**src/rtl/fetch_unit_if.sv**
```systemverilog
// Instruction-memory bus between the fetch stage and its synchronous ROM.
// The fetch stage drives address/enable; the ROM returns data one edge later.
interface fetch_unit_if #(
  parameter int IW  = 8,
  parameter int PCW = 10
);
  logic [PCW-1:0] imem_addr;
  logic           imem_en;
  logic [IW-1:0]  imem_rdata;

  modport master (
    output imem_addr,
    output imem_en,
    input  imem_rdata
  );

  modport slave (
    input  imem_addr,
    input  imem_en,
    output imem_rdata
  );
endinterface

```
**src/rtl/fetch_unit.sv**
```systemverilog
// Fetch stage: owns the PC, drives the instruction ROM and presents one
// instruction per cycle to the decoder, with stall/redirect/halt control.
module fetch_unit #(
  parameter int IW       = 8,
  parameter int PCW      = 10,
  parameter int START_PC = 0
) (
  input  logic           clk,
  input  logic           reset_n,
  input  logic           start,
  fetch_unit_if.master   imem,
  output logic [IW-1:0]  instruction,
  output logic [PCW-1:0] inst_pc,
  output logic           inst_valid,
  input  logic           stall,
  input  logic           branch_taken,
  input  logic [PCW-1:0] branch_target,
  input  logic           halt,
  output logic           done
);

  typedef enum logic [1:0] {
    IDLE,
    PRIME,
    RUN,
    HALTED
  } state_t;

  state_t         state_q, state_d;
  logic [PCW-1:0] fetch_pc_q, fetch_pc_d;
  logic [PCW-1:0] rd_pc_q, rd_pc_d;
  logic           rd_valid_q, rd_valid_d;
  logic           done_q, done_d;

  localparam logic [PCW-1:0] START = PCW'(START_PC);
  localparam logic [PCW-1:0] ONE   = PCW'(1);

  // State register; reset drops any in-flight instruction at once.
  always_ff @(posedge clk or negedge reset_n) begin
    if (!reset_n) begin
      state_q    <= IDLE;
      fetch_pc_q <= START;
      rd_pc_q    <= '0;
      rd_valid_q <= 1'b0;
      done_q     <= 1'b0;
    end else begin
      state_q    <= state_d;
      fetch_pc_q <= fetch_pc_d;
      rd_pc_q    <= rd_pc_d;
      rd_valid_q <= rd_valid_d;
      done_q     <= done_d;
    end
  end

  // Next-state, PC selection and ROM request; stall > halt > branch > seq.
  always_comb begin
    state_d        = state_q;
    fetch_pc_d     = fetch_pc_q;
    rd_pc_d        = rd_pc_q;
    rd_valid_d     = rd_valid_q;
    done_d         = done_q;
    imem.imem_en   = 1'b0;
    imem.imem_addr = fetch_pc_q;
    inst_valid     = 1'b0;
    case (state_q)
      IDLE: begin
        if (start) begin
          fetch_pc_d = START;
          state_d    = PRIME;
        end
      end
      PRIME: begin
        imem.imem_en = 1'b1;
        rd_pc_d      = fetch_pc_q;
        rd_valid_d   = 1'b1;
        fetch_pc_d   = fetch_pc_q + ONE;
        state_d      = RUN;
      end
      RUN: begin
        inst_valid = rd_valid_q;
        if (stall) begin
          imem.imem_en = 1'b0;
        end else if (halt && rd_valid_q) begin
          rd_valid_d = 1'b0;
          done_d     = 1'b1;
          state_d    = HALTED;
        end else if (branch_taken && rd_valid_q) begin
          imem.imem_addr = branch_target;
          imem.imem_en   = 1'b1;
          rd_pc_d        = branch_target;
          fetch_pc_d     = branch_target + ONE;
        end else begin
          imem.imem_en = 1'b1;
          rd_pc_d      = fetch_pc_q;
          fetch_pc_d   = fetch_pc_q + ONE;
        end
      end
      HALTED: begin
        if (start) begin
          done_d     = 1'b0;
          fetch_pc_d = START;
          state_d    = PRIME;
        end
      end
      default: begin
        state_d = IDLE;
      end
    endcase
  end

  assign instruction = imem.imem_rdata;
  assign inst_pc     = rd_pc_q;
  assign done        = done_q;

endmodule

```
**src/flat_wrapper.sv**
```systemverilog
// flat-port wrapper written by rule: the top's interface ports become plain ports
module fetch_unit_flat 
#(
  parameter int IW       = 8,
  parameter int PCW      = 10,
  parameter int START_PC = 0
)
  (clk, reset_n, start, instruction, inst_pc, inst_valid, stall, branch_taken, branch_target, halt, done, imem_imem_addr, imem_imem_en, imem_imem_rdata);
  fetch_unit_if #(.IW(IW), .PCW(PCW)) imem_i ();
  input  logic clk;
  input  logic reset_n;
  input  logic start;
  output logic [IW-1:0] instruction;
  output logic [PCW-1:0] inst_pc;
  output logic inst_valid;
  input  logic stall;
  input  logic branch_taken;
  input  logic [PCW-1:0] branch_target;
  input  logic halt;
  output logic done;
  output wire logic [$bits(imem_i.imem_addr)-1:0] imem_imem_addr;
  output wire logic [$bits(imem_i.imem_en)-1:0] imem_imem_en;
  input wire logic [$bits(imem_i.imem_rdata)-1:0] imem_imem_rdata;
  assign imem_imem_addr = imem_i.imem_addr;
  assign imem_imem_en = imem_i.imem_en;
  assign imem_i.imem_rdata = imem_imem_rdata;
  fetch_unit #(.IW(IW), .PCW(PCW), .START_PC(START_PC)) u_core (.clk(clk), .reset_n(reset_n), .start(start), .imem(imem_i), .instruction(instruction), .inst_pc(inst_pc), .inst_valid(inst_valid), .stall(stall), .branch_taken(branch_taken), .branch_target(branch_target), .halt(halt), .done(done));
endmodule
```
**config.mk**
```make
export PLATFORM = sky130hd
export DESIGN_NAME = fetch_unit_flat
export DESIGN_NICKNAME = d
export VERILOG_FILES = /design/src/rtl/fetch_unit_if.sv /design/src/rtl/fetch_unit.sv /design/src/flat_wrapper.sv
export SDC_FILE = /design/constraint.sdc
export NUM_CORES = 1
export LEC_CHECK = 0
export BUFFER_PORTS_ARGS = -buffer_cell sky130_fd_sc_hd__buf_4
export CAP_MARGIN = 20
export CORE_MARGIN = 5
export CORE_UTILIZATION = 55
export DETAILED_ROUTE_END_ITERATION = 10
export HOLD_SLACK_MARGIN = 0.06
export PLACE_DENSITY_LB_ADDON = 0.3
export REMOVE_ABC_BUFFERS = 1
export SYNTH_ARGS = -nofsm -noshare
export SYNTH_HDL_FRONTEND = slang
export SYNTH_SLANG_ARGS = --single-unit
```
**constraint.sdc**
```tcl
create_clock -name clk -period 3.88 [get_ports clk]
set_input_delay 0.776 -clock clk [delete_from_list [all_inputs] [get_ports clk]]
set_output_delay 0.776 -clock clk [all_outputs]
set_load 0.005 [all_outputs]
```
; After elaboration in Yosys (flattened, before gate mapping)
; Cells that the tools add are included.
[word_totals]
output_inout_bits = 31
elab_cells = 53
inputBits = 24
ff_bits = 24
[classes]
n_mux = 27
n_eq_ne = 8
addsub = 2
n_reduce_logical = 11
[op_table]
columns = op, n
row1 = $mux 10, 10
row2 = $pmux 10 s3, 1
row3 = $add 10x1->10 const B, 2
row4 = $pmux 10 s2, 1
row5 = $reduce_and 3->1, 4
row6 = $mux 1, 8
row7 = $mux 2, 3
row8 = $ne 2x2->1 const B, 3
row9 = $pmux 1 s2, 3
row10 = $pmux 2 s3, 1
row11 = $eq 2x2->1 const B, 2
row12 = $ne 2x1->1 const B, 2
row13 = $reduce_and 4->1, 1
row14 = $reduce_bool 2->1, 2
row15 = $eq 2x1->1 const B, 1
row16 = $logic_and 1x1->1, 2
row17 = $logic_not 2->1, 1
row18 = $reduce_or 2->1, 1

; Depth between registers and ports, before layout
[depth]
word_depth = 5
mapped_depth = 8
mapped_depth_nobuf = 7

; Worst setup path after synthesis
; OpenSTA, ideal clock, no wires.
[synth_path]
path_type = register to output
from = register u_core.state_q[0]
to = output imem_imem_addr[0]
required_ps = 3104
path_slack_ps = 1576
arrival_ps = 1528
path_stages_with_launch = 8
cell_sequence = dfrtp_1 -> inv_1 -> ha_1 -> buf_4 -> inv_1 -> nor2_1 -> nand4_4 -> mux2_2
[synth_via]
elab_chain_cells = 2
[synth_lines]
columns = item, line
row1 = from (decl), fetch_unit.sv:29  ; state_t state_q, state_d;
row2 = from (signal assigned), fetch_unit.sv:47  ; state_q <= state_d;
row3 = $eq 2x2->1, fetch_unit.sv:65  ; case (state_q)
row4 = $mux 10, fetch_unit.sv:65
row5 = to (decl), flat_wrapper.sv:21  ; output wire logic [$bits(imem_i.imem_addr)-1:0] imem_imem_addr;
; No other way between the ends.

; Worst setup path in the final report
[layout_path]
from = register u_core.state_q[0]
to = output imem_imem_addr[2]
; The elaborated chain is that of the path after synthesis.

==> flow_summary.yaml <==
sta:
  hold_violations: 0
  setup_viol: 0
  fin_crit_sh: 0.857
  rsz0062_at_grt: "false"
  max_slew_margin: 0.519
  fin_setup_tns_ns: 0
  clock_skew_ns: 0.00428
  period_needed_ns: 3.32
  tightest_slew_ns: 0.719
  fmax_ghz: 0.301
  slew_violations: 0
floorplanning:
  die-area_sq_um: 4500
  row_count: 20
  die-width_um: 67.1
  start_util: 0.582
  ios: 55
  chipHeight_um: 67.1
  core_sq_um: 3080
logic_synthesis:
  yosysTopAreaCellShare: 0.335
  syn_area_per_cell_sq_um: 8.69
  synthDistinctLibCells: 42
  synth_cells: 206
  synth_seq_cells: 24
  synth_area_sq_um: 1790
  synth-seq-area-share: 0.335
  ys_warn_count: 0
  synth_largest_area_cell: "dfrtp_1"
  synth_most_common_cell: "dfrtp_1"
  synth_async_sr_flop_share: 1.00
  yosys-top-cells-area: "dfrtp_1 34%, mux2_2 6.9%, mux2i_1 6.1%"
  ys_top_cells_by_count: "24 x dfrtp_1, 22 x nor2_1, 21 x a21oi_1"
  synth_ff_type: "dfrtp_1"
  synth_edf_count: 0
global_route:
  antenna_found_initial: 0
  grt_pass1_vias: 1523
  grt_pass1_wl_mm: 7.38
  grt_max_degree: 25
  grt_remaining_overflow: 0
  grtUsageTotal: 0.215
clock_tree:
  hold_buffers: 0
  cts_tree: "done"
  clockBufferDepth: 2
  clk_latency_ns: 0.31
  cts.clk_slew.worst_paths_ns: 0.13
  numCtsBuffers: 3
  cts_resized: 0
  root_buffer: "clkbuf_4"
  postCtsSetupBuffers: 0
  cts.sinks: 24
  h-tree-depth: 1
power:
  switchingPower_mw: 0.641
  p_int_mw: 0.809
  leakage_nw: 0.956
  ir_worst_vdd_uv: 591
  power_frac_clock: 0.091
  powerDensity_nw_per_um2: 704
  swShare: 0.442
  power_mw: 1.45
  pwr-share-comb: 0.584
  p_seq_frac: 0.325
final_layout:
  diodes: 0
  fillCellCount: 283
  drive_above_1_share: 0.264
  area_delta_synth_final_pct: 15.0
  final_nets: 261
  stdcell_count: 275
critical_path:
  crit_arrival_ns: 2.55
  reg2reg_depth: 5
  required_ns: 3.10
  crit_type: "reg -> out"
  cp_slowest_cell: "ha_1"
  start_kind: "flop"
  crit_path_frequent_cell: "inv_1"
  crit_fanout: 16
  path_cells: "inv_1, ha_1, inv_1, nor2_1, nand4_4, mux2_2, buf_4"
  end_kind: "output pin"
  cp_slowest_stage_delay_ns: 0.49
place:
  placedCellCount: 271
  place_congestion: 0.863
  dpl.hpwl_mm: 3.34
  place.port_buffers: 38
routing:
  drcViolationCount: 0
  m1WireLength_mm: 1.95
  wl_met2_mm: 2.11
  via_per_inst: 5.86
  vias: 1611
  wl_met3_um: 303
  routed_wl_mm: 4.44
  top_layer_used: "met4"
  drt_first_iter_violations: 110
  wl_per_cell_um: 16.2
  drtPass1Iterations: 4
  ant_nets: 0
status:
  status: "finished clean"
hold_path:
  hold_path.class: "in -> async"
job:
  drv_cap: 0
## per-stage QoR
step           area [sq um]  hold slack (ns)  utilization  setup slack [ns]
6_report               2060            0.335        0.669             0.556
5_1_grt                2060            0.350        0.669             0.354
4_1_cts                2060            0.343        0.669             0.572
3_5_place_dp           2020            0.516        0.657             0.939
3_3_place_gp           2020            0.511        0.657              1.02
2_1_floorplan          1680            0.480            -              1.34
## worst paths after layout
kind | startpoint | end | slack [ns]
min in group clk | u_core.inst_pc[3] | u_core.inst_pc[3] | 0.55
max in group asynchronous | reset_n | u_core.inst_pc[7] | 3.31
worst min register to register | u_core.inst_pc[3] | u_core.inst_pc[3] | 0.55
worst min-delay path | reset_n | u_core.fetch_pc_q[1] | 0.34
worst max-delay path | u_core.state_q[0] | imem_imem_addr[2] | 0.56
worst max register to register | u_core.state_q[0] | u_core.inst_pc[7] | 1.69
## cell usage in the layout (no fill, tap or decap), types with 6 or more instances in the layout
cell type,synthesis,routed
buf_4,9,39
dfrtp_1,24,24
nor2_1,22,22
a21oi_1,21,21
o21ai_0,14,14
nand2_1,13,13
mux2_2,11,11
nand3_1,11,11
mux2i_1,11,11
inv_1,6,6
## state kept, by name, indices dropped and copies added, names as in the netlist
register,count
u_core.done,1
u_core.fetch_pc_q,10
u_core.inst_pc,10
u_core.rd_valid_q,1
u_core.state_q,2
## metal layers
layer	GRT usage	up-vias
met2	0.344	70
met3	0.0438	9
met1	0.289	747
li1	-	785
met5	0	-
met4	0.0608	0
## kinds of logic (layout without fill, tap and decap cells)
group                    Yosys count  after routing  share of synthesized area
AO/OA/AOI/OAI                     57             57                      0.194
XOR/XNOR                           8              8                     0.0391
adder cells (fa/ha/maj)            5              5                     0.0349
buffers and inverters             24             49                     0.0769
flip-flops                        24             24                      0.335
multiplexers                      22             22                      0.131
AND/OR/NAND/NOR                   66             66                      0.189
## layout make-up
type	count	area, sq um	share of cell area
clock buffers	4	36.3	0.0176
inverters	6	22.5	0.0109
multi-input cells	158	1050	0.511
flip-flops and latches	24	601	0.292
well taps	44	55.1	0.0267
repair buffers	39	293	0.142
## worst max-delay path: cells and delay by family (launching register included)
kind | cells | cell delay, ns
and+or+nand+nor | 2 | 0.56
buffers and inverters | 3 | 0.37
muxes | 1 | 0.35
DFF | 1 | 0.44
adders and majority gates | 1 | 0.49
## power groups by stage
stage | Clock (mW) | Sequential (mW) | Combinational (mW)
finish | 0.132 | 0.472 | 0.847
global route | 0.148 | 0.488 | 0.951
CTS | 0.135 | 0.470 | 0.853
detailed placement | 0 | 0.475 | 0.853
global placement | 0 | 0.470 | 0.821
floorplan | 0 | 0.456 | 0.521
(Power assumes the default switching activity.)
